--- config.mk ---
export PLATFORM = sky130hd
export DESIGN_NAME = readout_rx_state_decision_controller_google_flat
export DESIGN_NICKNAME = d
export VERILOG_FILES = /design/src/rtl/readout_rx_state_decision_controller_google_if.sv /design/src/rtl/readout_rx_state_decision_controller_google.sv /design/src/flat_wrapper.sv
export SDC_FILE = /design/constraint.sdc
export NUM_CORES = 1
export LEC_CHECK = 0
export CAP_MARGIN = 15
export CORE_MARGIN = 3
export CORE_UTILIZATION = 51
export CTS_CLUSTER_DIAMETER = 120
export DETAILED_ROUTE_END_ITERATION = 12
export GPL_TIMING_DRIVEN = 0
export PLACE_DENSITY = 0.78
export SLEW_MARGIN = 20
export SYNTH_ARGS = -nofsm -noshare
export SYNTH_HDL_FRONTEND = slang
export SYNTH_SLANG_ARGS = --single-unit
--- constraint.sdc ---
create_clock -name clk -period 3.6 [get_ports clk]
set_clock_uncertainty 0.2 [all_clocks]
set_input_delay 0.54 -clock clk [delete_from_list [all_inputs] [get_ports clk]]
set_output_delay 0.54 -clock clk [all_outputs]
set_load 0.01 [all_outputs]
--- src/rtl/readout_rx_state_decision_controller_google_if.sv ---
// -----------------------------------------------------------------------------
// readout_rx_state_decision_controller_google_if
// Request/result bundle between the readout scheduler (master) and the state
// decision sequencer (slave).
//   meas_req_*   : measurement request handshake + integration length
//   coeff_req_*  : classifier coefficient write handshake + address/data
//   result_*     : one-cycle result strobe, measured bit, forced-result flag
//   busy         : sequencer is not idle
// -----------------------------------------------------------------------------
interface readout_rx_state_decision_controller_google_if #(
  parameter int STATE_DECISION_DATA_WIDTH = 8,
  parameter int STATE_DECISION_ADDR_WIDTH = 1,
  parameter int BIN_COUNT_WIDTH           = 10
);
  logic                                 meas_req_valid;
  logic                                 meas_req_ready;
  logic [BIN_COUNT_WIDTH-1:0]           meas_req_bin_count;
  logic                                 coeff_req_valid;
  logic                                 coeff_req_ready;
  logic [STATE_DECISION_ADDR_WIDTH-1:0] coeff_req_addr;
  logic [STATE_DECISION_DATA_WIDTH-1:0] coeff_req_data;
  logic                                 result_valid;
  logic                                 result_out;
  logic                                 result_timeout;
  logic                                 busy;

  modport master (
    output meas_req_valid, meas_req_bin_count,
    output coeff_req_valid, coeff_req_addr, coeff_req_data,
    input  meas_req_ready, coeff_req_ready,
    input  result_valid, result_out, result_timeout, busy
  );

  modport slave (
    input  meas_req_valid, meas_req_bin_count,
    input  coeff_req_valid, coeff_req_addr, coeff_req_data,
    output meas_req_ready, coeff_req_ready,
    output result_valid, result_out, result_timeout, busy
  );
endinterface

--- src/rtl/readout_rx_state_decision_controller_google.sv ---
// -----------------------------------------------------------------------------
// readout_rx_state_decision_controller_google
// Sequencer for one readout state decision unit: writes classifier
// coefficients while idle, opens/closes the integration window with
// start_count/finish_count after a requested number of valid IQ samples, then
// collects the one-bit result or forces one after a watchdog expires.
// Ports:
//   clk, rst                     : clock, asynchronous active-low reset
//   req_if (slave)               : request/result bundle toward the scheduler
//   sample_valid_in              : copy of the decision unit's valid_in
//   start_count, finish_count    : one-cycle window pulses
//   state_decision_coeff_wr_*    : coefficient write strobe/address/data
//   valid_meas_result_in,
//   meas_result_in               : result strobe/bit from the decision unit
// RESULT_TIMEOUT must be smaller than 2**TIMEOUT_WIDTH.
// -----------------------------------------------------------------------------
module readout_rx_state_decision_controller_google #(
  parameter int STATE_DECISION_DATA_WIDTH = 8,
  parameter int STATE_DECISION_ADDR_WIDTH = 1,
  parameter int BIN_COUNT_WIDTH           = 10,
  parameter int RESULT_TIMEOUT            = 8,
  parameter int TIMEOUT_WIDTH             = 4
) (
  input  logic                                 clk,
  input  logic                                 rst,
  readout_rx_state_decision_controller_google_if.slave req_if,
  input  logic                                 sample_valid_in,
  output logic                                 start_count,
  output logic                                 finish_count,
  output logic                                 state_decision_coeff_wr_en,
  output logic [STATE_DECISION_ADDR_WIDTH-1:0] state_decision_coeff_wr_addr,
  output logic [STATE_DECISION_DATA_WIDTH-1:0] state_decision_coeff_wr_data,
  input  logic                                 valid_meas_result_in,
  input  logic                                 meas_result_in
);

  typedef enum logic [2:0] {
    S_IDLE,
    S_START,
    S_INTEGRATE,
    S_FINISH,
    S_WAIT_RESULT
  } state_e;

  localparam logic [BIN_COUNT_WIDTH-1:0] BIN_ONE      = BIN_COUNT_WIDTH'(1);
  localparam logic [TIMEOUT_WIDTH-1:0]   WDOG_ONE     = TIMEOUT_WIDTH'(1);
  localparam logic [TIMEOUT_WIDTH-1:0]   TIMEOUT_LAST = TIMEOUT_WIDTH'(RESULT_TIMEOUT - 1);

  state_e                               state_q, state_d;
  logic [BIN_COUNT_WIDTH-1:0]           target_q, target_d;
  logic [BIN_COUNT_WIDTH-1:0]           sample_cnt_q, sample_cnt_d;
  logic [TIMEOUT_WIDTH-1:0]             wdog_q, wdog_d;
  logic                                 start_q, start_d;
  logic                                 finish_q, finish_d;
  logic                                 wr_en_q, wr_en_d;
  logic [STATE_DECISION_ADDR_WIDTH-1:0] wr_addr_q, wr_addr_d;
  logic [STATE_DECISION_DATA_WIDTH-1:0] wr_data_q, wr_data_d;
  logic                                 result_valid_q, result_valid_d;
  logic                                 result_out_q, result_out_d;
  logic                                 result_timeout_q, result_timeout_d;
  logic                                 busy_q, busy_d;
  logic                                 coeff_ready;
  logic                                 meas_ready;

  // NOTE: every signal assigned in this block gets a default first so no path
  // leaves it unassigned; an unassigned path would infer a latch.
  always_comb begin
    state_d          = state_q;
    target_d         = target_q;
    sample_cnt_d     = sample_cnt_q;
    wdog_d           = wdog_q;
    start_d          = 1'b0;
    finish_d         = 1'b0;
    wr_en_d          = 1'b0;
    wr_addr_d        = wr_addr_q;
    wr_data_d        = wr_data_q;
    result_valid_d   = 1'b0;
    result_out_d     = result_out_q;
    result_timeout_d = result_timeout_q;
    coeff_ready      = 1'b0;
    meas_ready       = 1'b0;

    unique case (state_q)
      S_IDLE: begin
        // Coefficient writes take priority over a simultaneous measurement.
        coeff_ready = req_if.coeff_req_valid;
        meas_ready  = req_if.meas_req_valid & ~req_if.coeff_req_valid;
        if (coeff_ready) begin
          wr_en_d   = 1'b1;
          wr_addr_d = req_if.coeff_req_addr;
          wr_data_d = req_if.coeff_req_data;
        end else if (meas_ready) begin
          // A zero-length request still integrates a single sample.
          target_d     = (req_if.meas_req_bin_count == '0) ? BIN_ONE
                                                          : req_if.meas_req_bin_count;
          sample_cnt_d = '0;
          start_d      = 1'b1;
          state_d      = S_START;
        end
      end

      // Accumulator is being cleared this cycle, so samples here are ignored.
      S_START: state_d = S_INTEGRATE;

      S_INTEGRATE: begin
        if (sample_valid_in) begin
          if (sample_cnt_q == target_q - BIN_ONE) begin
            finish_d = 1'b1;
            state_d  = S_FINISH;
          end else begin
            sample_cnt_d = sample_cnt_q + BIN_ONE;
          end
        end
      end

      S_FINISH: begin
        wdog_d  = '0;
        state_d = S_WAIT_RESULT;
      end

      S_WAIT_RESULT: begin
        // A strobe in the final watchdog cycle still beats the timeout.
        if (valid_meas_result_in) begin
          result_valid_d   = 1'b1;
          result_out_d     = meas_result_in;
          result_timeout_d = 1'b0;
          state_d          = S_IDLE;
        end else if (wdog_q == TIMEOUT_LAST) begin
          result_valid_d   = 1'b1;
          result_out_d     = 1'b0;
          result_timeout_d = 1'b1;
          state_d          = S_IDLE;
        end else begin
          wdog_d = wdog_q + WDOG_ONE;
        end
      end

      default: state_d = S_IDLE;
    endcase

    busy_d = (state_d != S_IDLE);
  end

  // NOTE: state registers use non-blocking assignments so every flop samples
  // the pre-edge values, independent of statement order.
  always_ff @(posedge clk or negedge rst) begin
    if (!rst) begin
      state_q          <= S_IDLE;
      target_q         <= '0;
      sample_cnt_q     <= '0;
      wdog_q           <= '0;
      start_q          <= 1'b0;
      finish_q         <= 1'b0;
      wr_en_q          <= 1'b0;
      wr_addr_q        <= '0;
      wr_data_q        <= '0;
      result_valid_q   <= 1'b0;
      result_out_q     <= 1'b0;
      result_timeout_q <= 1'b0;
      busy_q           <= 1'b0;
    end else begin
      state_q          <= state_d;
      target_q         <= target_d;
      sample_cnt_q     <= sample_cnt_d;
      wdog_q           <= wdog_d;
      start_q          <= start_d;
      finish_q         <= finish_d;
      wr_en_q          <= wr_en_d;
      wr_addr_q        <= wr_addr_d;
      wr_data_q        <= wr_data_d;
      result_valid_q   <= result_valid_d;
      result_out_q     <= result_out_d;
      result_timeout_q <= result_timeout_d;
      busy_q           <= busy_d;
    end
  end

  assign req_if.coeff_req_ready       = coeff_ready;
  assign req_if.meas_req_ready        = meas_ready;
  assign req_if.result_valid          = result_valid_q;
  assign req_if.result_out            = result_out_q;
  assign req_if.result_timeout        = result_timeout_q;
  assign req_if.busy                  = busy_q;
  assign start_count                  = start_q;
  assign finish_count                 = finish_q;
  assign state_decision_coeff_wr_en   = wr_en_q;
  assign state_decision_coeff_wr_addr = wr_addr_q;
  assign state_decision_coeff_wr_data = wr_data_q;

endmodule

--- src/flat_wrapper.sv ---
// flat-port wrapper written by rule: the top's interface ports become plain ports
module readout_rx_state_decision_controller_google_flat 
#(
  parameter int STATE_DECISION_DATA_WIDTH = 8,
  parameter int STATE_DECISION_ADDR_WIDTH = 1,
  parameter int BIN_COUNT_WIDTH           = 10,
  parameter int RESULT_TIMEOUT            = 8,
  parameter int TIMEOUT_WIDTH             = 4
)
  (clk, rst, sample_valid_in, start_count, finish_count, state_decision_coeff_wr_en, state_decision_coeff_wr_addr, state_decision_coeff_wr_data, valid_meas_result_in, meas_result_in, req_if_meas_req_valid, req_if_meas_req_bin_count, req_if_coeff_req_valid, req_if_coeff_req_addr, req_if_coeff_req_data, req_if_meas_req_ready, req_if_coeff_req_ready, req_if_result_valid, req_if_result_out, req_if_result_timeout, req_if_busy);
  readout_rx_state_decision_controller_google_if #(.STATE_DECISION_DATA_WIDTH(STATE_DECISION_DATA_WIDTH), .STATE_DECISION_ADDR_WIDTH(STATE_DECISION_ADDR_WIDTH), .BIN_COUNT_WIDTH(BIN_COUNT_WIDTH)) req_if_i ();
  input  logic clk;
  input  logic rst;
  input  logic sample_valid_in;
  output logic start_count;
  output logic finish_count;
  output logic state_decision_coeff_wr_en;
  output logic [STATE_DECISION_ADDR_WIDTH-1:0] state_decision_coeff_wr_addr;
  output logic [STATE_DECISION_DATA_WIDTH-1:0] state_decision_coeff_wr_data;
  input  logic valid_meas_result_in;
  input  logic meas_result_in;
  input wire logic [$bits(req_if_i.meas_req_valid)-1:0] req_if_meas_req_valid;
  input wire logic [$bits(req_if_i.meas_req_bin_count)-1:0] req_if_meas_req_bin_count;
  input wire logic [$bits(req_if_i.coeff_req_valid)-1:0] req_if_coeff_req_valid;
  input wire logic [$bits(req_if_i.coeff_req_addr)-1:0] req_if_coeff_req_addr;
  input wire logic [$bits(req_if_i.coeff_req_data)-1:0] req_if_coeff_req_data;
  output wire logic [$bits(req_if_i.meas_req_ready)-1:0] req_if_meas_req_ready;
  output wire logic [$bits(req_if_i.coeff_req_ready)-1:0] req_if_coeff_req_ready;
  output wire logic [$bits(req_if_i.result_valid)-1:0] req_if_result_valid;
  output wire logic [$bits(req_if_i.result_out)-1:0] req_if_result_out;
  output wire logic [$bits(req_if_i.result_timeout)-1:0] req_if_result_timeout;
  output wire logic [$bits(req_if_i.busy)-1:0] req_if_busy;
  assign req_if_i.meas_req_valid = req_if_meas_req_valid;
  assign req_if_i.meas_req_bin_count = req_if_meas_req_bin_count;
  assign req_if_i.coeff_req_valid = req_if_coeff_req_valid;
  assign req_if_i.coeff_req_addr = req_if_coeff_req_addr;
  assign req_if_i.coeff_req_data = req_if_coeff_req_data;
  assign req_if_meas_req_ready = req_if_i.meas_req_ready;
  assign req_if_coeff_req_ready = req_if_i.coeff_req_ready;
  assign req_if_result_valid = req_if_i.result_valid;
  assign req_if_result_out = req_if_i.result_out;
  assign req_if_result_timeout = req_if_i.result_timeout;
  assign req_if_busy = req_if_i.busy;
  readout_rx_state_decision_controller_google #(.STATE_DECISION_DATA_WIDTH(STATE_DECISION_DATA_WIDTH), .STATE_DECISION_ADDR_WIDTH(STATE_DECISION_ADDR_WIDTH), .BIN_COUNT_WIDTH(BIN_COUNT_WIDTH), .RESULT_TIMEOUT(RESULT_TIMEOUT), .TIMEOUT_WIDTH(TIMEOUT_WIDTH)) u_core (.clk(clk), .rst(rst), .req_if(req_if_i), .sample_valid_in(sample_valid_in), .start_count(start_count), .finish_count(finish_count), .state_decision_coeff_wr_en(state_decision_coeff_wr_en), .state_decision_coeff_wr_addr(state_decision_coeff_wr_addr), .state_decision_coeff_wr_data(state_decision_coeff_wr_data), .valid_meas_result_in(valid_meas_result_in), .meas_result_in(meas_result_in));
endmodule
Yosys cells after proc, flatten, opt, wreduce, memory -nomap -nowiden
Index checks and enable logic that the tools add are counted.

word-level totals
  register bits = 43
  bits in latches = 0
  memory bits (writable) = 0
  memory bits (read-only) = 0
  input port bits = 26
  output and inout bits = 18
  logic and storage cells = 74
  memories kept = 0

cells by class
  $add $sub $neg = 3
  multipliers = 0
  div/mod/pow operators = 0
  $lt $le $gt $ge = 0
  equal/unequal tests = 12
  shift operators = 0
  multiplexer cells = 33
  bitwise gates (word level) = 2
  reduce and logical (&&, ||, !) cells = 11

operators with widths
  operator               count
  $mux 10                5
  $pmux 10 s2            1
  $mux 3                 6
  $mux 1                 17
  $pmux 3 s5             1
  $add 10x1->10 const B  1
  $eq 10x10->1           1
  $logic_not 10->1       1
  $ne 2x2->1 const B     5
  $sub 10x1->10 const B  1
  $mux 4                 2
  $pmux 4 s2             1
  $eq 3x2->1 const B     2
  $reduce_and 3->1       2
  $reduce_bool 2->1      3
  $reduce_and 5->1       1
  $add 4x1->4 const B    1
  $eq 4x3->1 const B     1
  $reduce_and 2->1       2
  $eq 3x1->1 const B     1
  $eq 3x3->1 const B     1
  $logic_not 3->1        1
  $reduce_bool 3->1      1
  $ne 2x1->1 const B     1
  other kinds (2)        2

Depth between registers and ports, before layout
Gate-level depths: netlist of run 1.

  depth in word-level cells = 6
  depth in mapped cells = 10
  gate-level depth less buffers = 8

Least setup slack after synthesis of run 1
OpenSTA, ideal clock, no wires.

  path kind = register to register
  start = reg u_core.target_q[3]
  end = reg u_core.sample_cnt_q[7]
  setup time = 78 ps
  data arrival time = 2370 ps
  data required time = 3322 ps
  path slack = 952 ps
  stages on the path, launching flop included = 9
  buffers on the path = 2
  clock period less this slack = 2648 ps
  cells stage by stage = dfrtp_1 or4_4 or4_1 a32o_1 a211oi_2 buf_6 buf_12 o31ai_1 a21oi_2

on the way
  word-level cells in the longest chain between the ends = 4

ends and longest elaborated chain
  item                        RTL line                                            RTL
  start: declaration          readout_rx_state_decision_controller_google.sv:50   logic [BIN_COUNT_WIDTH-1:0] target_q, target_d;
  start signal: assignment    readout_rx_state_decision_controller_google.sv:163  target_q <= target_d;
  $sub 10x1->10               readout_rx_state_decision_controller_google.sv:107  if (sample_cnt_q == target_q - BIN_ONE) begin
  $eq 10x10->1                readout_rx_state_decision_controller_google.sv:107
  $ne 2x2->1 (no line)        --
  $reduce_and 5->1 (no line)  --
  end signal: assignment      readout_rx_state_decision_controller_google.sv:164  sample_cnt_q <= sample_cnt_d;
  end: declaration            readout_rx_state_decision_controller_google.sv:51   logic [BIN_COUNT_WIDTH-1:0] sample_cnt_q, sample_cnt_d;

No other way between the ends.
A chain may end at the register's enable or synchronous reset.

Worst setup path after layout of run 1
  start = reg u_core.state_q[2]
  end = out req_if_meas_req_ready

on the way
  word-level cells in the longest chain between the ends = 2

ends and longest elaborated chain
  item                      RTL line                                            RTL
  start: declaration        readout_rx_state_decision_controller_google.sv:49   state_e state_q, state_d;
  start signal: assignment  readout_rx_state_decision_controller_google.sv:162  state_q <= state_d;
  $logic_not 3->1           readout_rx_state_decision_controller_google.sv:83   unique case (state_q)
  $mux 1                    readout_rx_state_decision_controller_google.sv:83
  end: declaration          flat_wrapper.sv:27                                  output wire logic [$bits(req_if_i.meas_req_ready)-1:0] req_if_meas_req_ready;

No other way between the ends.

==> summary.txt, run 1 <==
Floorplanning
  • I/O pin count: 44
  • Die Height: 71.9 um
  • Die Wd: around 72 um
  • Full die area: between 0.005 and 0.006 mm^2
  • Initial Util: 0.542
  • Core Area: 0.00409 mm^2
  • Number of cell rows: 23

Worst setup path
  • Reg-to-reg startpoint: u_core.target_q[3]
  • Element type at the critical path end: output pin
  • Crit-path cells: clkbuf_1, nor3_1, nand3b_1, inv_1, clkbuf_1, clkdlybuf4s50_1
  • CP max stage delay: 0.67 ns
  • Worst setup path category: flip-flop to output pin
  • CP top delay family: buffers and inverters
  • Crit-path max FO: 10
  • Critical Path Most Common Cell: clkbuf_1
  • Worst R2R Setup Slack: between 0.7 and 0.8 ns
  • Req. time, crit path: 2.86 ns
  • Reg2Reg Depth: 8
  • Worst EP arrival: 2.62 ns
  • Critical path's slowest cell: clkdlybuf4s50_1
  • Worst setup SP type: flip-flop
  • Critical R2R Capture: u_core.sample_cnt_q[2]
  • Buffers and inverters on the worst path: 4

Clock network
  • Root buffer cell: clkbuf_8
  • Inserted Clock Buffers: 5
  • Post-CTS sizing: 0
  • CTS clk-pin slew, worst paths: roughly 0.090 ns
  • Clock sink total: 43
  • Setup Fix Bufs, Post-CTS: 0
  • Cts hold-fix bufs: 1
  • CTS max path bufs: 2
  • Clk Latency, worst-skew pair: 0.30 ns
  • H-tree lvl count: 2
  • CTS tree: yes

Power and ir drop
  • Pwr Density: 665 mW/mm^2
  • VDD IR max: 0.332 mV
  • Total power: between 1.5 and 2 mW
  • LEAKAGE: 1.21 nW

Placement
  • Port Buffers: between 40 and 50
  • Gpl congestion: 0.753
  • Pre-CTS WS: between 0.3 and 0.4 ns
  • Placed instance count: approximately 310
  • Placed wire-length estimate: roughly 3.5 mm

GRT
  • Initial antenna violation count: 0
  • First-pass GRT wire length: 7.65 mm
  • GR Overflow Total: 0
  • Number of global-route vias before repair: between 1500 and 2000
  • Pin count of the biggest net entering global routing: 26
  • Total Routing Usage GR: 0.192

Detailed routing
  • Total wire length: 4.66 mm
  • Drt initial violations: 65
  • Via count: 1767
  • DR WL/cell: approximately 14 um
  • DRC: 0
  • Post-route ant nets: 0
  • Initial DRT Pass Iterations: 4
  • Vias per cell: 5.49

Yosys
  • Yosys warnings: 0
  • Syn nets: 248
  • Synth Register Bits: 43
  • Top_reg_cell synth: dfrtp_1
  • Sequential fraction of the synthesis area: 0.486
  • Share of synthesized flip-flops with an asynchronous set or reset: 1.00
  • Post-synth EDFFs: 0
  • Yosys cell types: 47
  • Top-area cell type share of the netlist area: 0.486
  • Mean Syn Cell Area: ~10 um^2
  • Synth Instances: 219
  • Syn Std Cell Area: 0.00221 mm^2
  • Top cells by area, synth: dfrtp_1 49%, nand2_1 6.4%, mux2_2 4.6%, xor2_1 3.2%, a21oi_2 2.4%
  • Synth area leader: dfrtp_1

Timing
  • Fmax: 0.298 GHz
  • Final Hold Viols: 0
  • Final TNS setup: 0 ns
  • Max_slew headroom: 0.529
  • Least-Margin Pin Slew: 0.706 ns
  • Final period util: 0.933
  • # setup viols final: 0
  • RSZ-0062 raised after global routing: no
  • Setup WS post-layout: 0.240 ns
  • Fin. max-slew vios: 0
  • Min Clock Period, post-route: between 3 and 4 ns

Run status
  • Status: completed

Cells and area
  • Finished Layout Cells: 322
  • Area growth syn-to-layout: 27.4%
  • Filler Cells Inserted: 343
  • Most frequent cells in the layout: 43 x dfrtp_1, 42 x clkdlybuf4s50_1, 38 x nand2_1, 9 x nor2_1, 9 x mux2_2
  • Commonest non-fill, non-tap cell in the layout: dfrtp_1
  • Post-Route Utilization: 0.690
  • # diodes: 0
  • Share of cells above drive strength 1: 0.114
  • Net count, final: 300

Worst hold path
  • Worst hold path type: flip-flop to flip-flop
  • Worst hold stages: 2
  • WHS Endpoint: u_core.target_q[9]
  • HP Start: u_core.target_q[9]

Job
  • Max Cap Viol: 0
[worst min-delay path: stages, from the launching register on]
cell	delay, ns
dfrtp_1	0.37
nand2_1	0.06
nand2_1	0.06
[worst max path at each step]
stage,from,end,cells after the start
after floorplan,u_core.target_q[3],u_core.sample_cnt_q[7],8
after global placement,req_if_coeff_req_valid,req_if_meas_req_ready,5
after detailed placement,req_if_coeff_req_valid,req_if_meas_req_ready,5
after CTS,u_core.state_q[2],req_if_meas_req_ready,6
after global routing,u_core.state_q[2],req_if_meas_req_ready,6
final,u_core.state_q[2],req_if_meas_req_ready,6
[cells in the mapped netlist (all sizes together) (3+ instances only)]
master  number
or3b         3
nand3        7
or3          5
clkbuf       7
xor2         8
ha           3
or4          7
xnor2        5
nor2         9
and2         4
dfrtp       43
mux2         9
nor3         5
inv          5
nand2       38
and3b        3
o31ai        5
a21oi       12
o41ai        3
o21ai       10
[power by group]
part / internal, mW / total, mW / switching, mW
Sequential: 0.645 / 0.786 / 0.140
Combinational: 0.419 / 0.781 / 0.362
Clock: 0.135 / 0.308 / 0.173
Total: 1.20 / 1.87 / 0.675
[state kept, by name, summed over array words and instances (netlist names)]
register	count
u_core.target_q	10
u_core.state_decision_coeff_wr_en	1
u_core.state_q	3
u_core.state_decision_coeff_wr_data	8
u_core.req_if.busy	1
u_core.req_if.result_valid	1
u_core.finish_count	1
u_core.state_decision_coeff_wr_addr	1
u_core.req_if.result_timeout	1
u_core.sample_cnt_q	10
u_core.wdog_q	4
u_core.start_count	1
u_core.req_if.result_out	1
[kinds of logic (layout without fill, tap and decap cells)]
kind of cell,count (synthesis),count (layout),synth area share
AOI/OAI and AO/OA,41,41,0.134
adders and majority gates,3,3,0.0170
buffers and inverters,14,67,0.0345
muxes,10,10,0.0503
DFF,43,43,0.486
and+or+nand+nor,95,95,0.227
xor gates and xnor gates,13,13,0.0514
[per-layer routing]
metal / GRT usage / share of wire / up-vias
met1: 0.258 / 0.48 / 847
li1: - / - / 891
met2: 0.303 / 0.47 / 23
met4: 0.0689 / 0.015 / 0
met5: 0 / 0 / -
met3: 0.0449 / 0.031 / 6
[cell type report]
type / instances / area (um^2) / share of cell area
tap: 50 / 62.6 / 0.0222
multi-input combinational: 162 / 1060 / 0.376
clock buffer: 5 / 68.8 / 0.0244
sequential: 43 / 1080 / 0.382
inverter: 5 / 18.8 / 0.00665
clock inverter: 3 / 20.0 / 0.00710
timing repair buffer: 45 / 455 / 0.161
buffer: 9 / 57.6 / 0.0204
[stage by stage]
stage / cell area (um^2) / hold slack, ns
after floorplan: 2210 / 0.0444
after global placement: 2710 / 0.285
after detailed placement: 2720 / 0.287
after CTS: 2820 / 0.309
after global routing: 2820 / 0.327
final: 2820 / 0.307
Note: power is estimated with default switching activity, not from simulation.
==> run 2, diff against run 1 <==
--- a/config.mk
+++ b/config.mk
@@ -6,7 +6,6 @@
 export NUM_CORES = 1
 export LEC_CHECK = 0
 export CAP_MARGIN = 15
-export CORE_MARGIN = 3
 export CORE_UTILIZATION = 51
 export CTS_CLUSTER_DIAMETER = 120
 export DETAILED_ROUTE_END_ITERATION = 12
==> run 2 against run 1 <==
- power up 0.54%
- setup slack worse by 0.0063 ns
- sequential power about the same
- critical endpoint unchanged
- register-to-register slack worse by 0.03 ns
- global-route usage up 3.6 points
- die area down 11%
- sequential cell count unchanged
- final area unchanged
- hold slack better by 0.0054 ns
- largest power group unchanged
==> summary.txt, run 2 (synthesis results as in run 1) <==
GRT
  • Total Routing Usage GR: 0.228 (was 0.192)
  • Initial antenna violation count: 0 (unchanged)
  • Number of global-route vias before repair: 1680 (was 1660)
  • First-pass GRT wire length: 7.79 mm (was 7.65 mm)
  • Pin count of the biggest net entering global routing: 31 (was 26)
  • GR Overflow Total: 0 (unchanged)

Power and ir drop
  • Switching Share: 0.364 (was 0.360)
  • Sequential power share: 0.418 (was 0.419)
  • Clock share of power: 0.164 (about the same)
  • LEAKAGE: 1.21 nW (unchanged)
  • Cell internal pwr: 1.20 mW (about the same)
  • P_sw: 0.685 mW (was 0.675 mW)
  • Combinational power share: 0.418 (was 0.417)
  • VDD IR max: 0.329 mV (was 0.332 mV)
  • Pwr Density: 668 mW/mm^2 (was 665 mW/mm^2)

Timing
  • Fmax: 0.297 GHz (was 0.298 GHz)
  • # setup viols final: 0 (unchanged)
  • Max_slew headroom: 0.551 (was 0.529)
  • Final TNS setup: 0 ns (unchanged)
  • Min Clock Period, post-route: 3.37 ns (was 3.36 ns)
  • Final hold slack: 0.312 ns (was 0.307 ns)
  • Final period util: 0.935 (was 0.933)
  • Setup WS post-layout: 0.234 ns (was 0.240 ns)
  • Final Hold Viols: 0 (unchanged)
  • Least-Margin Pin Slew: 0.674 ns (was 0.706 ns)
  • RSZ-0062 raised after global routing: no (unchanged)
  • Fin. max-slew vios: 0 (unchanged)

Placement
  • Placed wire-length estimate: 3.57 mm (was 3.48 mm)
  • Port Buffers: 43 (unchanged)
  • Pre-CTS WS: 0.350 ns (was 0.354 ns)
  • Gpl congestion: 0.803 (was 0.753)
  • Placed instance count: 313 (unchanged)

Worst setup path
  • CP max stage delay: 0.66 ns (was 0.67 ns)
  • Crit-path max FO: 10 (unchanged)
  • Buffers and inverters on the worst path: 4 (unchanged)
  • Critical Path Most Common Cell: clkbuf_1 (unchanged)
  • Crit-path cells: clkbuf_1, nor3_1, nand3b_1, inv_1, clkbuf_1, clkdlybuf4s50_1 (unchanged)
  • Critical path's slowest cell: clkdlybuf4s50_1 (unchanged)
  • Element type at the critical path end: output pin (unchanged)
  • CP top delay family: buffers and inverters (unchanged)
  • Worst setup SP type: flip-flop (unchanged)
  • Req. time, crit path: 2.86 ns (about the same)
  • Worst setup path category: flip-flop to output pin (unchanged)
  • Worst EP arrival: 2.63 ns (was 2.62 ns)

Cells and area
  • Finished Layout Cells: 322 (unchanged)
  • # diodes: 0 (unchanged)
  • Filler Cells Inserted: 348 (was 343)
  • Post-Route Utilization: 0.690 (unchanged)
  • Area growth syn-to-layout: 27.4% (unchanged)
  • Share of cells above drive strength 1: 0.114 (unchanged)
  • Most frequent cells in the layout: 43 x dfrtp_1, 42 x clkdlybuf4s50_1, 38 x nand2_1, 9 x nor2_1, 9 x mux2_2 (unchanged)
  • Commonest non-fill, non-tap cell in the layout: dfrtp_1 (unchanged)
  • Net count, final: 300 (unchanged)

Clock network
  • Cts hold-fix bufs: 1 (unchanged)
  • CTS max path bufs: 2 (unchanged)
  • Root buffer cell: clkbuf_8 (unchanged)
  • Inserted Clock Buffers: 5 (unchanged)
  • CTS tree: yes (unchanged)
  • CTS clk-pin slew, worst paths: 0.08 ns (was 0.09 ns)
  • Post-CTS sizing: 0 (unchanged)
  • H-tree lvl count: 2 (unchanged)
  • Clk Latency, worst-skew pair: 0.30 ns (about the same)
  • Setup Fix Bufs, Post-CTS: 0 (unchanged)
  • Clock sink total: 43 (unchanged)

Detailed routing
  • Initial DRT Pass Iterations: 4 (unchanged)
  • Post-route ant nets: 0 (unchanged)
  • DR WL/cell: 15.0 um (was 14.5 um)
  • Vias per cell: 5.60 (was 5.49)
  • DRC: 0 (unchanged)
  • Via count: 1802 (was 1767)
  • Drt initial violations: 108 (was 65)
  • Total wire length: 4.84 mm (was 4.66 mm)

Worst hold path
  • Worst hold path type: flip-flop to flip-flop (unchanged)

Floorplanning
  • Full die area: 0.00461 mm^2 (was 0.00517 mm^2)
  • Die Height: 67.9 um (was 71.9 um)
  • Number of cell rows: 23 (unchanged)
  • Core Area: 0.00409 mm^2 (unchanged)
  • I/O pin count: 44 (unchanged)
  • Initial Util: 0.542 (unchanged)
  • Die Wd: 67.9 um (was 71.9 um)

Job
  • Max Cap Viol: 0 (unchanged)

Run status
  • Status: completed (unchanged)
-- run 2: path summary, 6_finish.rpt --
check,cells after the start,slack (ns),start,endpoint
setup / recovery,6,0.23,u_core.state_q[2],req_if_meas_req_ready
hold / removal,1,0.31,u_core.state_decision_coeff_wr_data[6],u_core.state_decision_coeff_wr_data[6]
setup reg to reg,8,0.70,u_core.target_q[3],u_core.sample_cnt_q[2]
hold reg to reg,1,0.31,u_core.state_decision_coeff_wr_data[6],u_core.state_decision_coeff_wr_data[6]
max in group asynchronous,3,2.26,rst,u_core.sample_cnt_q[0]
min in group asynchronous,2,0.47,rst,u_core.sample_cnt_q[4]
-- run 2: metal layers --
layer | global-route usage | part of all wire | vias to the layer above
li1 | - | - | 891
met1 | 0.312 | 0.46 | 872
met5 | 0 | 0 | -
met4 | 0.0469 | 0.0066 | 0
met3 | 0.0550 | 0.035 | 4
met2 | 0.366 | 0.50 | 35
-- run 2: through the flow --
stage / power [mW] / cell area, um^2
4_1_cts: 1.90 / 2820
6_report: 1.88 / 2820
5_1_grt: 2.02 / 2820
3_5_place_dp: 1.59 / 2720
2_1_floorplan: 1.26 / 2210
3_3_place_gp: 1.55 / 2710
-- run 2: area by class of cell --
type | instances | area [um^2] | area share
Sequential cell | 43 | 1080 | 0.382
Multi-Input combinational cell | 162 | 1060 | 0.376
Timing Repair Buffer | 45 | 455 | 0.161
Clock buffer | 5 | 68.8 | 0.0244
Tap cell | 50 | 62.6 | 0.0222
Buffer | 9 | 57.6 | 0.0204
Clock inverter | 3 | 20.0 | 0.00710
Inverter | 5 | 18.8 | 0.00665
-- run 2: power by group through the flow --
stage / clock network (mW) / logic, mW / registers [mW]
after detailed placement: 0 / 0.790 / 0.798
after global routing: 0.333 / 0.872 / 0.813
after CTS: 0.314 / 0.795 / 0.788
after floorplan: 0 / 0.460 / 0.802
after global placement: 0 / 0.764 / 0.789
final: 0.310 / 0.787 / 0.787
